File: src/rtl/wdg_multi_core.sv
// Multi-channel watchdog: CH key-fed down-counters on a shared prescaler, with warn/expire
// stages and a stretched reset request. Define WDG_WINDOW_EN to expire channels fed too early.
module wdg_multi_core #(
   parameter int unsigned      CH       = 4,
   parameter int unsigned      CNT_W    = 16,
   parameter int unsigned      PSC_W    = 8,
   parameter int unsigned      KEY_W    = 16,
   parameter logic [KEY_W-1:0] FEED_KEY = 16'h5A5A,
   parameter int unsigned      RST_LEN  = 16,
   localparam int unsigned     FCH_W    = (CH > 1) ? $clog2(CH) : 1
) (
   input  logic                clk_i,
   input  logic                rst_i,
   input  logic [CH-1:0]       en_i,
   input  logic [PSC_W-1:0]    psc_i,
   input  logic [CH*CNT_W-1:0] load_i,
   input  logic [CH*CNT_W-1:0] warn_i,
   input  logic [CH*CNT_W-1:0] win_i,
   input  logic                feed_valid_i,
   input  logic [FCH_W-1:0]    feed_ch_i,
   input  logic [KEY_W-1:0]    feed_key_i,
   input  logic [CH-1:0]       clr_i,
   output logic                feed_ack_o,
   output logic                bad_key_o,
   output logic [CH-1:0]       warn_o,
   output logic [CH-1:0]       expired_o,
   output logic                rst_req_o,
   output logic [CH*CNT_W-1:0] cnt_o
);

   localparam int unsigned RC_W = $clog2(RST_LEN + 1);

   localparam logic [1:0] ST_IDLE = 2'd0;
   localparam logic [1:0] ST_RUN  = 2'd1;
   localparam logic [1:0] ST_WARN = 2'd2;
   localparam logic [1:0] ST_EXP  = 2'd3;

   logic [PSC_W-1:0] psc_q;
   logic [1:0]       st_q   [CH];
   logic [1:0]       st_d   [CH];
   logic [CNT_W-1:0] cnt_q  [CH];
   logic [CNT_W-1:0] cnt_d  [CH];
   logic [CNT_W-1:0] ld_w   [CH];
   logic [CNT_W-1:0] warn_w [CH];
   logic [CH-1:0]    hit_w;
   logic [CH-1:0]    early_w;
   logic [RC_W-1:0]  rst_ctr_q;
   logic             any_en;
   logic             tick;
   logic             key_ok;
   logic             ack_d;
   logic             exp_evt;
   logic             feed_ack_q;
   logic             bad_key_q;

   assign any_en = |en_i;
   assign tick   = any_en && (psc_q == psc_i);
   assign key_ok = (feed_key_i == FEED_KEY);

   for (genvar c = 0; c < CH; c++) begin : g_ch
      assign ld_w[c]                 = load_i[c*CNT_W +: CNT_W];
      assign warn_w[c]               = warn_i[c*CNT_W +: CNT_W];
      assign hit_w[c]                = feed_valid_i && key_ok && (feed_ch_i == FCH_W'(c));
      assign warn_o[c]               = (st_q[c] == ST_WARN);
      assign expired_o[c]            = (st_q[c] == ST_EXP);
      assign cnt_o[c*CNT_W +: CNT_W] = cnt_q[c];
   end

`ifdef WDG_WINDOW_EN
   for (genvar c = 0; c < CH; c++) begin : g_win
      assign early_w[c] = (cnt_q[c] > win_i[c*CNT_W +: CNT_W]);
   end
`else
   logic unused_win;
   assign unused_win = ^win_i;
   for (genvar c = 0; c < CH; c++) begin : g_win
      assign early_w[c] = 1'b0;
   end
`endif

   // Disable wins over everything; a feed wins over a tick in the same cycle.
   always_comb begin
      ack_d   = 1'b0;
      exp_evt = 1'b0;
      for (int c = 0; c < CH; c++) begin
         st_d[c]  = st_q[c];
         cnt_d[c] = cnt_q[c];
         if (!en_i[c]) begin
            st_d[c]  = ST_IDLE;
            cnt_d[c] = ld_w[c];
         end else begin
            case (st_q[c])
               ST_IDLE: begin
                  st_d[c]  = ST_RUN;
                  cnt_d[c] = ld_w[c];
               end
               ST_RUN, ST_WARN: begin
                  if (hit_w[c]) begin
                     if (early_w[c]) begin
                        st_d[c] = ST_EXP;
                        exp_evt = 1'b1;
                     end else begin
                        st_d[c]  = ST_RUN;
                        cnt_d[c] = ld_w[c];
                        ack_d    = 1'b1;
                     end
                  end else if (tick) begin
                     if (cnt_q[c] == '0) begin
                        st_d[c] = ST_EXP;
                        exp_evt = 1'b1;
                     end else begin
                        cnt_d[c] = cnt_q[c] - CNT_W'(1);
                        if ((st_q[c] == ST_RUN) && (cnt_d[c] <= warn_w[c])) begin
                           st_d[c] = ST_WARN;
                        end
                     end
                  end
               end
               default: begin
                  if (clr_i[c]) begin
                     st_d[c]  = ST_RUN;
                     cnt_d[c] = ld_w[c];
                  end
               end
            endcase
         end
      end
   end

   always_ff @(posedge clk_i) begin
      if (rst_i) begin
         psc_q      <= '0;
         feed_ack_q <= 1'b0;
         bad_key_q  <= 1'b0;
         rst_ctr_q  <= '0;
         for (int c = 0; c < CH; c++) begin
            st_q[c]  <= ST_IDLE;
            cnt_q[c] <= '0;
         end
      end else begin
         // A compare value lowered below the running count wraps on the next clock.
         if (any_en) begin
            psc_q <= (psc_q >= psc_i) ? '0 : psc_q + PSC_W'(1);
         end
         feed_ack_q <= ack_d;
         bad_key_q  <= feed_valid_i && !key_ok;
         if (exp_evt) begin
            rst_ctr_q <= RC_W'(RST_LEN);
         end else if (rst_ctr_q != '0) begin
            rst_ctr_q <= rst_ctr_q - RC_W'(1);
         end
         for (int c = 0; c < CH; c++) begin
            st_q[c]  <= st_d[c];
            cnt_q[c] <= cnt_d[c];
         end
      end
   end

   assign feed_ack_o = feed_ack_q;
   assign bad_key_o  = bad_key_q;
   assign rst_req_o  = (rst_ctr_q != '0);

endmodule

File: config.mk
export PLATFORM = sky130hd
export DESIGN_NAME = wdg_multi_core
export DESIGN_NICKNAME = d
export VERILOG_FILES = /design/src/rtl/wdg_multi_core.sv
export SDC_FILE = /design/constraint.sdc
export NUM_CORES = 1
export LEC_CHECK = 0
export CAP_MARGIN = 20
export CORE_AREA = 10 10 153 155
export DETAILED_ROUTE_END_ITERATION = 10
export DIE_AREA = 0 0 163 165
export PLACE_DENSITY = 0.69
export RECOVER_POWER = 25
export SLEW_MARGIN = 20
export SYNTH_ARGS = -nofsm -noshare
export SYNTH_HDL_FRONTEND = slang
export SYNTH_SLANG_ARGS = --single-unit
File: constraint.sdc
create_clock -name clk_i -period 10.57 [get_ports clk_i]
set_input_delay 1.057 -clock clk_i [delete_from_list [all_inputs] [get_ports clk_i]]
set_output_delay 1.057 -clock clk_i [all_outputs]
set_load 0.02 [all_outputs]
; Word level (Yosys, flattened, before mapping)
; Memories as Yosys holds them, arrays and structs flattened.
; Index checks and enable logic that the tools add are counted.
[totals]
input_bits = 229
output_inout_bits = 75
mem_count = 2
ram_bits = 72
latch_bits = 0
ff_bits = 15
mem_bits_ro = 0
elab_cells = 170
[op_classes]
n_mul = 0
n_lt_le_gt_ge = 5
n_bitwise = 8
eq_ne = 17
n_div = 0
n_reduce_logical = 29
addsub = 6
muxes = 98
shifts = 0
[mem_list]
columns = memory, words, word_bits, read_ports, rd_clocked_by_memory_dff, write_ports, line
row1 = cnt_q, 4, 16, 4, 0, 4, 41  ; logic [CNT_W-1:0] cnt_q [CH];
row2 = st_q, 4, 2, 4, 0, 4, 39  ; logic [1:0] st_q [CH];
[op_table]
columns = cell, count
row1 = 16-bit 2-to-1 mux, 24
row2 = 16-bit one-hot mux with 2 select lines, 4
row3 = 16-bit <= comparator, 4
row4 = 16-bit zero test, 4
row5 = "16-bit by 1-bit subtractor with 16-bit output, second input constant", 4
row6 = 2-bit 2-to-1 mux, 28
row7 = 1-bit 2-to-1 mux, 35
row8 = "2-bit equality test, second input constant", 10
row9 = "16-bit by 15-bit equality test with 1-bit output, second input constant", 1
row10 = 2-bit one-hot mux with 2 select lines, 4
row11 = 1-bit logical AND, 11
row12 = "2-bit by 1-bit equality test with 1-bit output, second input constant", 5
row13 = 2-bit zero test, 5
row14 = 5-bit 2-to-1 mux, 2
row15 = 2-bit OR reduction, 5
row16 = "8-bit by 1-bit adder with 8-bit output, second input constant", 1
row17 = 8-bit equality test, 1
row18 = 8-bit >= comparator, 1
row19 = 8-bit 2-to-1 mux, 1
row20 = 1-bit OR, 8
row21 = 5-bit nonzero test, 1
row22 = "5-bit by 1-bit subtractor with 5-bit output, second input constant", 1
row23 = 4-bit OR reduction, 1
row24 = 2-bit nonzero test, 1
row25 = 1-bit zero test, 1

; Longest topological paths before layout
; An unclocked memory read counts as a cell.
[depth]
depth_word = 23
mapped_depth = 16
ltp_nobuf = 14

; Worst setup path before layout
; Ideal clock, no wire load.
[synth_timing]
path_type = flip-flop to flip-flop
startpoint = memory cnt_q[3][4]
endpoint = memory st_q[3][0]
path_slack_ns = 6.833
arrival_time_ns = 3.646
stages_incl_launch_ff = 15
n_path_buf = 1
required_time_ns = 10.479
setup_ns = 0.091
period_less_slack_ns = 3.737
cell_sequence = dfxtp_1 -> buf_6 -> or3_4 -> or4_4 -> or3b_4 -> nor3_4 -> xor2_2 -> ha_1 -> nand4_1 -> or4_1 -> o21ai_0 -> nor3_1 -> a21oi_2 -> a21oi_1 -> a311oi_1
[synth_lines]
columns = element, line
row1 = start: declaration, 41
row2 = end: declaration, 39

==> key figures <==
Outcome
  • Outcome: finished, final reports clean

Critical path
  • Crit path launch: feed_key_i[6]
  • Crit path cell chain: dlygate4sd3_1 > nor4bb_1 > nand3_1 > o21ba_2 > a21oi_1 > o21ai_0 > a221oi_1
  • Critical path buffers and inverters: 1
  • Crit-path slowest cell: a21oi_1
  • Critical path fanouts, max: 18
  • Arrival time at the worst endpoint: between 4 and 5 ns
  • Worst EP required: about 11 ns
  • Critical path class: in2reg
  • Max stage delay on crit path: between 0.8 and 0.9 ns
  • Worst flop-to-flop path startpoint: cnt_q[3][0]
  • Worst setup SP type: input port
  • CP delay by family, top: compound AO/OA/AOI/OAI gates
  • Critical Path End Type: register

Clock network
  • Number of buffers created by CTS: 9
  • Root Buffer: clkbuf_16
  • TritonCTS clock tree: yes
  • Setup bufs post-CTS: 0
  • Sink Count: between 80 and 90
  • Longest Clk Path Bufs: 2
  • Clock slew at reported path FFs: roughly 0.070 ns
  • Clock Latency Late Sink: around 0.35 ns
  • CTS hold repair buffers: 0
  • CTS HTree Levels: 3
  • Resized Gates After CTS: 0

Timing
  • Fin crit period: about 4.2 ns
  • Max-slew headroom: a little over a quarter
  • Slew Limit Fails: 0
  • Final worst-path cycle share: between 30 and 40%
  • Final clock skew: 0.0130 ns
  • Setup TNS: 0 ns
  • F_max: 241 MHz
  • RSZ-0062 raised after global routing: false
  • Hold Vio Cnt, Final: 0
  • Final Setup Violations: 0
  • Actual slew at the worst max-slew pin: approximately 1.1 ns

Synthesis
  • Number of synthesized flops with an enable pin: 0
  • Most common cell in the netlist: nor2_1
  • Top cells by count, synth: 132 x nor2_1, 100 x ha_1, 99 x inv_1, 97 x nand2_1, 95 x a21oi_1
  • Seq/Total Area, Yosys: a little over a fifth
  • Synth area leader: dfxtp_1
  • Synth Flop Type: dfxtp_1
  • Warnings from Yosys: 0
  • Top cell type's share of synthesized area: 21.8%
  • Top post-synthesis cells by area: dfxtp_1 22%, ha_1 16%, nor2_1 6.2%, a21oi_1 5.9%, inv_1 4.6%
  • Yosys cell types: 74
  • Syn Nets: 1413
  • Synth Area per Inst: between 7 and 8 sq um
  • Mapped Cells: 1084
  • Yosys reg bits: 87
  • Post-synth ARST share: 0%
  • Mapped cell area: approximately 8000 sq um

Floorplan
  • Die Footprint: roughly 27000 sq um
  • Starting density of the core: between 30% and 40%
  • Core ar.: 20200 sq um
  • Die X: roughly 160 um
  • Num rows: 52
  • Ports: approximately 300
  • Die height: 165 um

GRT
  • GRT Util Overall: 20.0%
  • Global-route wire length before repair: ~44000 um
  • Initial antenna violation count: 3
  • Gr ovfl total: 0
  • Number of global-route vias before repair: between 8000 and 9000
  • Largest net degree at the start of global routing: 67

Drt
  • DRT iter0 DRCs: about 520
  • DRT Pass-1 Iters: 5
  • DRC Markers: 0
  • Avg WL per Cell: around 18 um
  • Antenna viol nets, final: 0
  • Detailed-route via count: roughly 8500
  • Total Wirelength: 27600 um
  • Vias per cell: roughly 5.4

Place
  • DP Wirelength: approximately 22000 um
  • Gpl congestion: between 0.8 and 0.9
  • I/O Buffers: about 240

Finish
  • Nets: about 1600
  • Area Overhead vs Synth: 36.3%
  • Share of layout cells above drive strength 1: 4.07%
  • Fillcell total: 1957

Power and ir drop
  • Pwr dens: 112 nW/um^2
  • P_leak: around 0.0048 uW
  • Peak supply drop: 0.0866 mV
  • Total power: approximately 1200 uW

Job
  • Max-Cap Viols: 0

Min path
  • Worst hold path class: reg2reg
  • Hold path startpoint: cnt_q[2][8]
per-layer routing:
| metal | GRT usage (%) | routed length, um |
|---|---|---|
| met5 | 0 | 0 |
| met1 | 25.8 | 12200 |
| met2 | 31.7 | 12700 |
| met4 | 7.34 | 691 |
| met3 | 4.56 | 2010 |
stage by stage:
step / instances / instance area (sq um) / util [%] / hold slack, ns / setup slack [ns]
finish: 1575 / 10900 / 54.1 / 0.491 / 6.42
CTS: 1572 / 10900 / 54.0 / 0.498 / 6.50
global placement: 1557 / 10600 / 52.4 / 0.479 / 6.12
detailed placement: 1557 / 10600 / 52.4 / 0.485 / 6.12
floorplan: 1084 / 8010 / - / 0.470 / 6.83
global route: 1573 / 10900 / 54.1 / 0.515 / 6.11
final cells by class:
type	count	area (sq um)	area share, %
multi-input cells	854	5680	52.0
repair buffers	247	2450	22.4
flip-flops and latches	87	1740	16.0
inverters	99	372	3.40
well taps	270	338	3.10
clock buffers	11	253	2.32
clock inverters	4	77.6	0.711
diodes	3	7.51	0.0688
sequential cells by signal (all words and copies together), names as in the netlist:
name and count:
feed_ack_o 1, cnt_q 64, st_q 8, psc_q 8
bad_key_o 1, rst_ctr_q 5
cell usage in the layout, fill, tap and decap left out, types with 24 or more instances in the layout:
cell / Yosys / final
o21ai_0: 45 / 45
nor2_1: 132 / 132
inv_1: 99 / 99
nand4_1: 24 / 24
xor2_1: 39 / 39
a21oi_1: 95 / 95
or3_1: 25 / 25
nor3_1: 36 / 36
nand3_1: 24 / 24
nand2_1: 97 / 97
dlygate4sd3_1: 0 / 40
ha_1: 100 / 100
clkdlybuf4s50_1: 0 / 198
dfxtp_1: 87 / 87
final timing paths:
| check | endpoint | slack, ns | cells past startpoint |
|---|---|---|---|
| setup / recovery | cnt_q[2][0] | 6.42 | 7 |
| hold / removal | cnt_q[2][8] | 0.49 | 2 |
| setup reg to reg | st_q[3][0] | 6.55 | 13 |
| hold reg to reg | cnt_q[2][8] | 0.49 | 2 |
tightest hold or removal path, delay by kind of cell (launching register included):
kind | cells | cell delay, ns
AO/OA/AOI/OAI | 1 | 0.05
flip-flops | 1 | 0.34
AND/OR/NAND/NOR | 1 | 0.06
power breakdown:
part,leakage [uW],internal [uW],switching (uW),total (uW)
logic,0.00392,219,234,454
registers,0.000721,358,40.7,398
clock network,0.000162,220,146,366
total,0.00480,797,421,1220
cells by family after synthesis:
family | synth area share, %
buffers and inverters | 7.49
DFF | 21.8
adders and majority gates | 15.6
xor gates and xnor gates | 6.66
AOI/OAI and AO/OA | 20.3
and+or+nand+nor | 27.0
muxes | 1.16
Power figures use the tool's default switching activity.
